### config.mk
export PLATFORM = sky130hd
export DESIGN_NAME = fcache_call_ctrl
export DESIGN_NICKNAME = d
export VERILOG_FILES = /design/src/rtl/fcache_call_ctrl.sv
export SDC_FILE = /design/constraint.sdc
export NUM_CORES = 1
export LEC_CHECK = 0
export ABC_AREA = 1
export CAP_MARGIN = 20
export CORE_ASPECT_RATIO = 0.5
export CORE_MARGIN = 2
export CORE_UTILIZATION = 23
export CTS_CLUSTER_SIZE = 25
export DETAILED_ROUTE_END_ITERATION = 6
export PLACE_DENSITY_LB_ADDON = 0.2
export SETUP_SLACK_MARGIN = 0.2
export SKIP_CTS_REPAIR_TIMING = 1
export SLEW_MARGIN = 20
export SYNTH_ARGS = -nofsm -noshare
export SYNTH_HDL_FRONTEND = slang
export SYNTH_SLANG_ARGS = --single-unit
export TNS_END_PERCENT = 30
### constraint.sdc
create_clock -name i_clk -period 3.65 [get_ports i_clk]
set_input_delay 0.73 -clock i_clk [delete_from_list [all_inputs] [get_ports i_clk]]
set_output_delay 0.73 -clock i_clk [all_outputs]
set_load 0.005 [all_outputs]
### src/rtl/fcache_call_ctrl.sv
// Call/return sequencer for the frame-cache backup path: turns held call/return
// requests into ordered single-cycle strobes to the backup stack and rms.
module fcache_call_ctrl #(
    parameter int unsigned DEPTH = 16,
    parameter int unsigned CNT_W = 5
) (
    input  logic             i_clk,
    input  logic             i_reset,
    input  logic             i_call_req,
    input  logic             i_ret_req,
    input  logic             i_clr_err,
    output logic             o_ack,
    output logic             o_err,
    output logic             o_busy,
    output logic             o_fbs_backup,
    output logic             o_fbs_restore,
    output logic             o_rms_restore,
    output logic [CNT_W-1:0] o_depth,
    output logic             o_full,
    output logic             o_empty,
    output logic             o_ovf_sticky,
    output logic             o_unf_sticky,
    output logic             o_proto_sticky
);

    // One-hot so every strobe is a single register bit and cannot glitch.
    localparam int unsigned IDX_IDLE = 0;
    localparam int unsigned IDX_PUSH = 1;
    localparam int unsigned IDX_POP  = 2;
    localparam int unsigned IDX_LOAD = 3;
    localparam int unsigned IDX_ACK  = 4;

    localparam logic [4:0] S_IDLE = 5'b00001;
    localparam logic [4:0] S_PUSH = 5'b00010;
    localparam logic [4:0] S_POP  = 5'b00100;
    localparam logic [4:0] S_LOAD = 5'b01000;
    localparam logic [4:0] S_ACK  = 5'b10000;

    localparam logic [CNT_W-1:0] DEPTH_MAX = CNT_W'(DEPTH);

    logic [4:0]       r_state;
    logic [4:0]       w_state_d;
    logic [CNT_W-1:0] r_depth;
    logic [CNT_W-1:0] w_depth_d;
    logic             r_err_pend;
    logic             w_err_pend_d;
    logic             r_ovf;
    logic             r_unf;
    logic             r_proto;
    logic             w_ovf_set;
    logic             w_unf_set;
    logic             w_proto_set;
    logic             w_full;
    logic             w_empty;

    assign w_full  = (r_depth == DEPTH_MAX);
    assign w_empty = (r_depth == '0);

    always_comb begin
        w_state_d    = r_state;
        w_depth_d    = r_depth;
        w_err_pend_d = r_err_pend;
        w_ovf_set    = 1'b0;
        w_unf_set    = 1'b0;
        w_proto_set  = 1'b0;
        case (r_state)
            S_IDLE: begin
                w_err_pend_d = 1'b0;
                if (i_call_req && i_ret_req) begin
                    w_state_d    = S_ACK;
                    w_err_pend_d = 1'b1;
                    w_proto_set  = 1'b1;
                end else if (i_call_req) begin
                    if (w_full) begin
                        w_state_d    = S_ACK;
                        w_err_pend_d = 1'b1;
                        w_ovf_set    = 1'b1;
                    end else begin
                        w_state_d = S_PUSH;
                    end
                end else if (i_ret_req) begin
                    if (w_empty) begin
                        w_state_d    = S_ACK;
                        w_err_pend_d = 1'b1;
                        w_unf_set    = 1'b1;
                    end else begin
                        w_state_d = S_POP;
                    end
                end
            end
            S_PUSH: begin
                w_depth_d = r_depth + CNT_W'(1);
                w_state_d = S_ACK;
            end
            S_POP: begin
                w_depth_d = r_depth - CNT_W'(1);
                w_state_d = S_LOAD;
            end
            S_LOAD:  w_state_d = S_ACK;
            S_ACK:   w_state_d = S_IDLE;
            default: w_state_d = S_IDLE;
        endcase
    end

    always_ff @(posedge i_clk) begin
        if (i_reset) begin
            r_state    <= S_IDLE;
            r_depth    <= '0;
            r_err_pend <= 1'b0;
            r_ovf      <= 1'b0;
            r_unf      <= 1'b0;
            r_proto    <= 1'b0;
        end else begin
            r_state    <= w_state_d;
            r_depth    <= w_depth_d;
            r_err_pend <= w_err_pend_d;
            // A set event wins over a simultaneous clear.
            r_ovf      <= w_ovf_set | (r_ovf & ~i_clr_err);
            r_unf      <= w_unf_set | (r_unf & ~i_clr_err);
            r_proto    <= w_proto_set | (r_proto & ~i_clr_err);
        end
    end

    assign o_fbs_backup   = r_state[IDX_PUSH];
    assign o_fbs_restore  = r_state[IDX_POP];
    assign o_rms_restore  = r_state[IDX_LOAD];
    assign o_ack          = r_state[IDX_ACK];
    assign o_err          = r_state[IDX_ACK] & r_err_pend;
    assign o_busy         = r_state[IDX_PUSH] | r_state[IDX_POP] | r_state[IDX_LOAD]
                          | (r_state[IDX_IDLE] & (i_call_req | i_ret_req));
    assign o_depth        = r_depth;
    assign o_full         = w_full;
    assign o_empty        = w_empty;
    assign o_ovf_sticky   = r_ovf;
    assign o_unf_sticky   = r_unf;
    assign o_proto_sticky = r_proto;

endmodule

==> impl_metrics.py, run 1 <==
metrics = {
    "status": {
        "status": "complete, no violations",
    },
    "layout": {
        "fin_nets": 149,
        "area_delta_synth_final_pct": 37.46,
        "layout-drive-gt1-share": 0.05797,
        "n_antenna_cell": 0,
        "final_core_util": 0.3431,
    },
    "setup_path": {
        "path_class": "in2out",
        "start_kind": "input pin",
        "critPathCaptureType": "output pin",
        "path_max_fanout": 5,
        "crit_required_ps": 2920,
        "r2r_slack_ps": 1870,
        "critPathArrivalTime_ps": 2040,
    },
    "pwr": {
        "power_mw": 0.3740,
        "pwr_density_cell_nw_per_um2": 349.6,
        "p_sw_frac": 0.2714,
        "intPower_mw": 0.2725,
        "switchingPower_mw": 0.1015,
        "combPwrFrac": 0.212,
        "leakage_nw": 0.4878,
        "pwr-share-seq": 0.454,
        "ir_worst_vdd_mv": 0.08853,
        "pwr-share-clk": 0.334,
    },
    "timing": {
        "tightest_slew_ps": 286.9,
        "fin_crit_sh": 0.7589,
        "fmax_mhz": 361.0,
        "setup_tns_ps": 0,
        "finalHoldViolCount": 0,
        "min_period_ps": 2770,
        "holdWs_ps": 466.7,
        "fin_skew_ps": 4.974,
        "rsz0062_at_grt": "false",
        "setup_viol": 0,
        "max-slew-margin-rel": 0.8086,
        "drv_slew": 0,
    },
    "hold_path": {
        "hold_class": "reg2reg",
    },
    "floorplan": {
        "die_area_sq_um": 3893,
        "dieHeight_microns": 45.13,
        "std_cell_rows": 14,
        "die_w_microns": 86.27,
        "initial_core_util": 0.2496,
        "ios": 21,
        "core_sq_um": 3118,
    },
    "yosys": {
        "ys_seq_area_frac": 0.3601,
        "yosysWarnings": 0,
        "syn_nets": 124,
        "synth_seq_cells": 14,
        "synth_cell_types": 18,
        "synth_compound_area_frac": 0.09003,
        "synth_xor_area_frac": 0.01125,
        "postSynthAreaPerCell_sq_um": 6.767,
        "synthSimpleGateAreaFrac": 0.3633,
        "synth.mux.area_fraction": 0,
        "synth_fa_ha_area_frac": 0.07395,
        "syn_inst": 115,
        "synth_top_family_by_area": "simple AND/OR/NAND/NOR gates",
        "syn-cell-area_sq_um": 778.2,
    },
    "placed_design": {
        "portBuffers": 20,
        "routabilityCongestion": 0.7347,
        "hpwl_mm": 1.460,
    },
    "grt": {
        "antenna_found_initial": 0,
        "grt_overflow_total": 0,
        "met1_usage": 0.1460,
        "grtUsageMet2": 0.1535,
        "track_usage": 0.1047,
        "grt_pass1_wl_mm": 3.084,
        "busiest_layer": "met2",
        "grt_pass1_vias": 699,
        "grt_max_degree": 10,
        "grt_util_met3": 0.03291,
    },
    "clock_network": {
        "cts_sinks": 14,
        "cts_htree_levels": 1,
        "cts_max_path_buffers": 2,
        "clk_pin_slew_worst_paths_ps": 50,
        "numCtsBuffers": 3,
        "cts_tree": "built",
        "clockRootBuffer": "clkbuf_8",
        "clock_latency_ps": 240,
    },
    "detailed_routing": {
        "wl_mm": 1.886,
        "drt_iter0_drc": 25,
        "routed-via-count": 769,
        "wire_per_inst_microns": 10.60,
        "postRouteAntennaNets": 0,
        "drc": 0,
        "first_pass_iters": 4,
        "via_per_inst": 4.320,
    },
    "flow_run": {
        "maxCapViolCount": 0,
    },
}
## per-stage QoR
step	cells	setup WS, ps	area [sq um]
5_1_grt	178	793.7	1070
3_3_place_gp	175	874.4	1028
2_1_floorplan	115	1949	778.2
4_1_cts	178	865.2	1070
6_report	178	880.1	1070
3_5_place_dp	175	865.9	1028
## cell type report
cell class	count	area, sq um
fill	349	2048
inverter	21	78.83
clock buffer	3	41.29
sequential	14	280.3
timing repair buffer	20	200.2
multi-input combinational	80	419.2
tap	40	50.05
## synth_stat cells
| cell type | count | area (sq um) |
|---|---|---|
| nand2_1 | 21 | 78.83 |
| inv_1 | 20 | 75.07 |
| nor2_1 | 18 | 67.56 |
| dfxtp_1 | 14 | 280.3 |
| nand3_1 | 13 | 65.06 |
| a21oi_1 | 8 | 40.04 |
| o21ai_0 | 5 | 25.02 |
| ha_1 | 3 | 37.54 |
| nand4_1 | 3 | 18.77 |
| nand3b_1 | 2 | 15.01 |
| fa_1 | 1 | 20.02 |
| inv_2 | 1 | 3.750 |
| nand2_2 | 1 | 6.260 |
| nand3_2 | 1 | 10.01 |
| nor2_4 | 1 | 11.26 |
| nor3_2 | 1 | 10.01 |
| o21ai_1 | 1 | 5.000 |
| xnor2_1 | 1 | 8.760 |
## cell usage in the layout (no fill, tap or decap), types with 2 or more instances in the layout
| cell type | count |
|---|---|
| a21oi_1 | 8 |
| inv_1 | 20 |
| dfxtp_1 | 14 |
| nor2_1 | 18 |
| ha_1 | 3 |
| clkdlybuf4s50_1 | 20 |
| nand3_1 | 13 |
| o21ai_0 | 5 |
| nand4_1 | 3 |
| clkbuf_8 | 3 |
| nand2_1 | 21 |
| nand3b_1 | 2 |
## critical path, cell delays in order
cell,delay (ps)
clkdlybuf4s50_1,540
nor2_1,100
o21ai_0,150
clkdlybuf4s50_1,520
## final timing paths
| path | from | end | cells past startpoint |
|---|---|---|---|
| max | i_ret_req | o_busy | 4 |
| max reg2reg | r_state[2] | o_depth[4] | 11 |
| min | r_err_pend | r_err_pend | 2 |
| min reg2reg | r_err_pend | r_err_pend | 2 |
## power by group through the flow
stage	sequential [mW]	combinational, mW	clock [mW]
after CTS	0.170	0.0802	0.130
after detailed placement	0.173	0.0798	0
after global placement	0.173	0.0798	0
after global routing	0.171	0.0898	0.136
final	0.170	0.0793	0.125
after floorplan	0.172	0.0448	0
## flip-flops by register name, indices dropped and copies added (netlist names)
register / flops
o_ovf_sticky: 1
o_depth: 5
o_unf_sticky: 1
r_state: 5
r_err_pend: 1
o_proto_sticky: 1
## cells by family after synthesis
| family | count (synthesis) |
|---|---|
| simple gates | 61 |
| buf+inv | 21 |
| compound gates | 14 |
| flops | 14 |
| fa+ha+maj | 4 |
| xor+xnor | 1 |
## metal layers
layer / part of all wire / up-vias
met5: 0 / -
met4: 0.011 / 0
met3: 0.038 / 5
met2: 0.40 / 13
met1: 0.55 / 339
li1: - / 412
Power figures use the tool's default switching activity.
==> run 2: changes to the inputs <==
Clock period 3.65 ns to 2.5 ns, I/O delays scaled along.
==> run 2 against run 1 <==
Effect of this change:
- design area grew 2.7%
- hold slack lost 1.1 ps
- register-to-register slack lost 1200 ps
- sequential power grew 46%
- worst setup slack lost 590 ps
- highest routed layer unchanged
- utilization grew 0.92 points
- routed wire length shrank 0.74%
- critical endpoint unchanged
- via count grew 3.6%
==> impl_metrics.py, run 2 (synthesized netlist as in run 1, its figures left out) <==
metrics = {
    "floorplan": {
        "initial_core_util": 0.2496,
        "dieHeight_microns": 45.13,
        "die_w_microns": 86.27,
        "std_cell_rows": 14,
        "core_sq_um": 3118,
        "die_area_sq_um": 3893,
        "ios": 21,
    },
    "timing": {
        "setup_viol": 0,
        "fmax_mhz": 451.9,
        "finalHoldViolCount": 0,
        "rsz0062_at_grt": "false",
        "tightest_slew_ps": 261.1,
        "drv_slew": 0,
        "fin_crit_sh": 0.8852,
        "setup_tns_ps": 0,
        "fin_skew_ps": 1.720,
        "min_period_ps": 2213,
        "max-slew-margin-rel": 0.8258,
        "worst_slack_ps": 286.9,
    },
    "clock_network": {
        "numCtsBuffers": 3,
        "cts_htree_levels": 1,
        "clock_latency_ps": 240,
        "cts_sinks": 14,
        "clk_pin_slew_worst_paths_ps": 60,
        "cts_max_path_buffers": 2,
        "cts_tree": "built",
        "clockRootBuffer": "clkbuf_8",
    },
    "grt": {
        "grt_pass1_wl_mm": 3.215,
        "grt_pass1_vias": 714,
        "grt_util_met3": 0.03473,
        "antenna_found_initial": 0,
        "track_usage": 0.1070,
        "met1_usage": 0.1455,
        "grtUsageMet2": 0.1612,
        "grt_max_degree": 10,
        "busiest_layer": "met2",
        "grt_overflow_total": 0,
    },
    "status": {
        "status": "complete, no violations",
    },
    "layout": {
        "final_cells": 181,
        "final_common_cell": "nand2_1",
        "layout-drive-gt1-share": 0.07801,
        "final_area_sq_um": 1099,
        "area_delta_synth_final_pct": 41.16,
        "fillers": 343,
        "final_cell_mix": "nand2_1 (21), inv_1 (20), clkdlybuf4s50_1 (20)",
        "n_antenna_cell": 0,
        "fin_nets": 151,
    },
    "placed_design": {
        "place_inst": 177,
        "routabilityCongestion": 0.7191,
        "portBuffers": 20,
        "hpwl_mm": 1.485,
        "place_ws_ps": 275.0,
        "postPlaceCellArea_sq_um": 1044,
    },
    "flow_run": {
        "maxCapViolCount": 0,
    },
    "pwr": {
        "power_mw": 0.5844,
        "ir_worst_vdd_mv": 0.2139,
        "leakage_nw": 0.5046,
        "pwr_density_cell_nw_per_um2": 532.0,
    },
    "setup_path": {
        "crit_required_ps": 2000,
        "crit_chain": "clkdlybuf4s50_1 > nor2_1 > o21ai_0 > clkdlybuf4s50_1",
        "start_kind": "input pin",
        "critPathMostFrequentCell": "clkdlybuf4s50_1",
        "critPathCaptureType": "output pin",
        "cp-startpoint": "i_call_req",
        "cpMaxStageDelayCell": "clkdlybuf4s50_1",
        "path_max_fanout": 3,
        "path_class": "in2out",
        "timing.rr.start": "r_state[2]",
        "critical_path.max_stage_delay_ps": 520,
        "critPathArrivalTime_ps": 1710,
    },
    "detailed_routing": {
        "wl_mm": 1.872,
        "first_pass_iters": 4,
        "wire_per_inst_microns": 10.34,
        "drt_iter0_drc": 39,
        "routed-via-count": 797,
        "drc": 0,
        "via_per_inst": 4.403,
        "postRouteAntennaNets": 0,
    },
    "hold_path": {
        "worstHoldStart": "o_proto_sticky",
        "hold_class": "reg2reg",
    },
}
==> run 2: critical path, delay by kind of cell <==
family / cells / cell delay, ps
AO/OA/AOI/OAI: 1 / 140
buffers and inverters: 2 / 1000
AND/OR/NAND/NOR: 1 / 80
==> run 2: per-layer routing <==
layer,up-vias,share of wire
met1,357,0.53
met3,2,0.048
met5,-,0
met2,19,0.42
li1,419,-
met4,0,0.010
==> run 2: metrics by stage <==
step	util	hold WS [ps]
2_1_floorplan	-	438.3
3_3_place_gp	0.3347	456.8
3_5_place_dp	0.3347	455.3
4_1_cts	0.3523	464.7
5_1_grt	0.3523	492.6
6_report	0.3523	465.6
==> run 2: cell type report <==
type	count	area (sq um)	share of cell area
Timing Repair Buffer	22	215.2	0.1959
Inverter	21	78.83	0.07175
Tap cell	40	50.05	0.04556
Multi-Input combinational cell	80	419.2	0.3816
Sequential cell	14	280.3	0.2551
Clock buffer	4	55.05	0.05011
==> run 2: report_power, final <==
part	internal (mW)	leakage, nW	switching, mW
sequential	0.237	0.114	0.0106
combinational	0.0559	0.362	0.0618
clock	0.139	0.0288	0.0793
total	0.433	0.505	0.152
==> run 2: worst paths after layout <==
check,end,slack (ps),cells after the start
worst min-delay path,o_proto_sticky,470,2
worst max-delay path,o_busy,290,4
worst min register to register,o_proto_sticky,470,2
worst max register to register,o_depth[4],720,11
==> run 3: changes to the inputs <==
Settings changed: CTS_BUF_LIST from default to sky130_fd_sc_hd__clkbuf_16, SKIP_LAST_GASP from default to 1.
==> run 3 against run 2 <==
Effect of this change:
- design area is 2.2% higher
- critical path depth stayed put
- hold slack worse by 3.0 ps
- fmax hardly changed
- sequential share of layout area is 0.54 points lower
- largest power group is now clock
- routed wire length is 0.75% higher
==> impl_metrics.py, run 3 (synthesized netlist as in run 1, its figures left out) <==
metrics = {
    "hold_path": {
        "hold_class": "reg2reg",
    },
    "pwr": {
        "switchingPower_mw": 0.1627,
        "intPower_mw": 0.5052,
        "pwr_density_cell_nw_per_um2": 595.1,
        "pwr-share-clk": 0.451,
        "power_mw": 0.6679,
        "combPwrFrac": 0.176,
        "leakage_nw": 0.5144,
        "p_sw_frac": 0.2436,
        "pwr-share-seq": 0.373,
        "ir_worst_vdd_mv": 0.2791,
    },
    "grt": {
        "grt_pass1_vias": 705,
        "track_usage": 0.1074,
        "antenna_found_initial": 0,
        "grt_overflow_total": 0,
        "grt_max_degree": 10,
        "grt_pass1_wl_mm": 3.208,
    },
    "setup_path": {
        "critPathArrivalTime_ps": 1710,
        "path_max_fanout": 3,
        "path_class": "in2out",
        "start_kind": "input pin",
        "critPathCaptureType": "output pin",
        "crit_required_ps": 2000,
    },
    "layout": {
        "layout-drive-gt1-share": 0.07092,
        "n_antenna_cell": 0,
        "final_common_cell": "nand2_1",
        "final_cell_mix": "nand2_1 (21), inv_1 (20), clkdlybuf4s50_1 (20)",
        "fin_nets": 151,
        "fillers": 341,
        "area_delta_synth_final_pct": 44.21,
    },
    "timing": {
        "min_period_ps": 2214,
        "setup_viol": 0,
        "setup_tns_ps": 0,
        "rsz0062_at_grt": "false",
        "tightest_slew_ps": 267.3,
        "fin_crit_sh": 0.8856,
        "finalHoldViolCount": 0,
        "fin_skew_ps": 1.096,
        "fmax_mhz": 451.7,
        "drv_slew": 0,
        "max-slew-margin-rel": 0.8212,
    },
    "status": {
        "status": "complete, no violations",
    },
    "placed_design": {
        "hpwl_mm": 1.485,
        "routabilityCongestion": 0.7191,
        "portBuffers": 20,
    },
    "flow_run": {
        "maxCapViolCount": 0,
    },
    "floorplan": {
        "die_area_sq_um": 3893,
        "die_w_microns": 86.27,
        "core_sq_um": 3118,
        "initial_core_util": 0.2496,
        "dieHeight_microns": 45.13,
        "ios": 21,
        "std_cell_rows": 14,
    },
    "clock_network": {
        "clk_pin_slew_worst_paths_ps": 50,
        "cts_tree": "built",
        "clockRootBuffer": "clkbuf_16",
        "numCtsBuffers": 3,
        "clock_latency_ps": 240,
        "cts_htree_levels": 1,
        "cts_sinks": 14,
        "cts_max_path_buffers": 2,
    },
    "detailed_routing": {
        "drt_iter0_drc": 33,
        "wl_mm": 1.886,
        "wire_per_inst_microns": 10.42,
        "postRouteAntennaNets": 0,
        "routed-via-count": 801,
        "drc": 0,
        "via_per_inst": 4.425,
        "first_pass_iters": 4,
    },
}
run 3: power groups by stage:
stage | Combinational, mW | Clock [mW] | Sequential [mW]
final | 0.118 | 0.301 | 0.249
after global routing | 0.132 | 0.322 | 0.250
after CTS | 0.118 | 0.310 | 0.249
after detailed placement | 0.118 | 0 | 0.253
after global placement | 0.118 | 0 | 0.253
after floorplan | 0.0654 | 0 | 0.251
run 3: worst paths after layout:
check / from / end / slack [ps] / depth (start not counted)
setup / recovery: i_ret_req / o_busy / 290 / 4
hold / removal: o_proto_sticky / o_proto_sticky / 460 / 2
setup reg to reg: r_state[2] / o_depth[4] / 720 / 11
hold reg to reg: o_proto_sticky / o_proto_sticky / 460 / 2
run 3: metrics by stage:
stage	util	instance area, sq um	std cells	hold slack, ps	setup WS [ps]
6_report	0.3600	1122	181	462.6	286.1
5_1_grt	0.3600	1122	181	490.2	207.8
4_1_cts	0.3600	1122	181	462.9	274.3
3_5_place_dp	0.3347	1044	177	455.3	275.0
3_3_place_gp	0.3347	1044	177	456.8	279.7
2_1_floorplan	-	778.2	115	438.3	880.9
run 3: layer usage:
metal / vias up / wire (microns) / track usage
li1: 421 / - / -
met1: 359 / 987 / 0.1477
met2: 19 / 803 / 0.1597
met3: 2 / 78 / 0.03473
met4: 0 / 17 / 0.03750
met5: - / 0 / 0
run 3: worst max-delay path, stage by stage:
cell and delay (ps):
clkdlybuf4s50_1 470, nor2_1 80, o21ai_0 140, clkdlybuf4s50_1 520
run 3: final cells by class:
class                      count  area (sq um)  share of cell area
inverter                      21         78.83             0.07023
timing repair buffer          22         215.2              0.1917
sequential                    14         280.3              0.2497
clock inverter                 1         3.754            0.003344
clock buffer                   3         75.07             0.06689
multi-input combinational     80         419.2              0.3735
tap                           40         50.05             0.04459
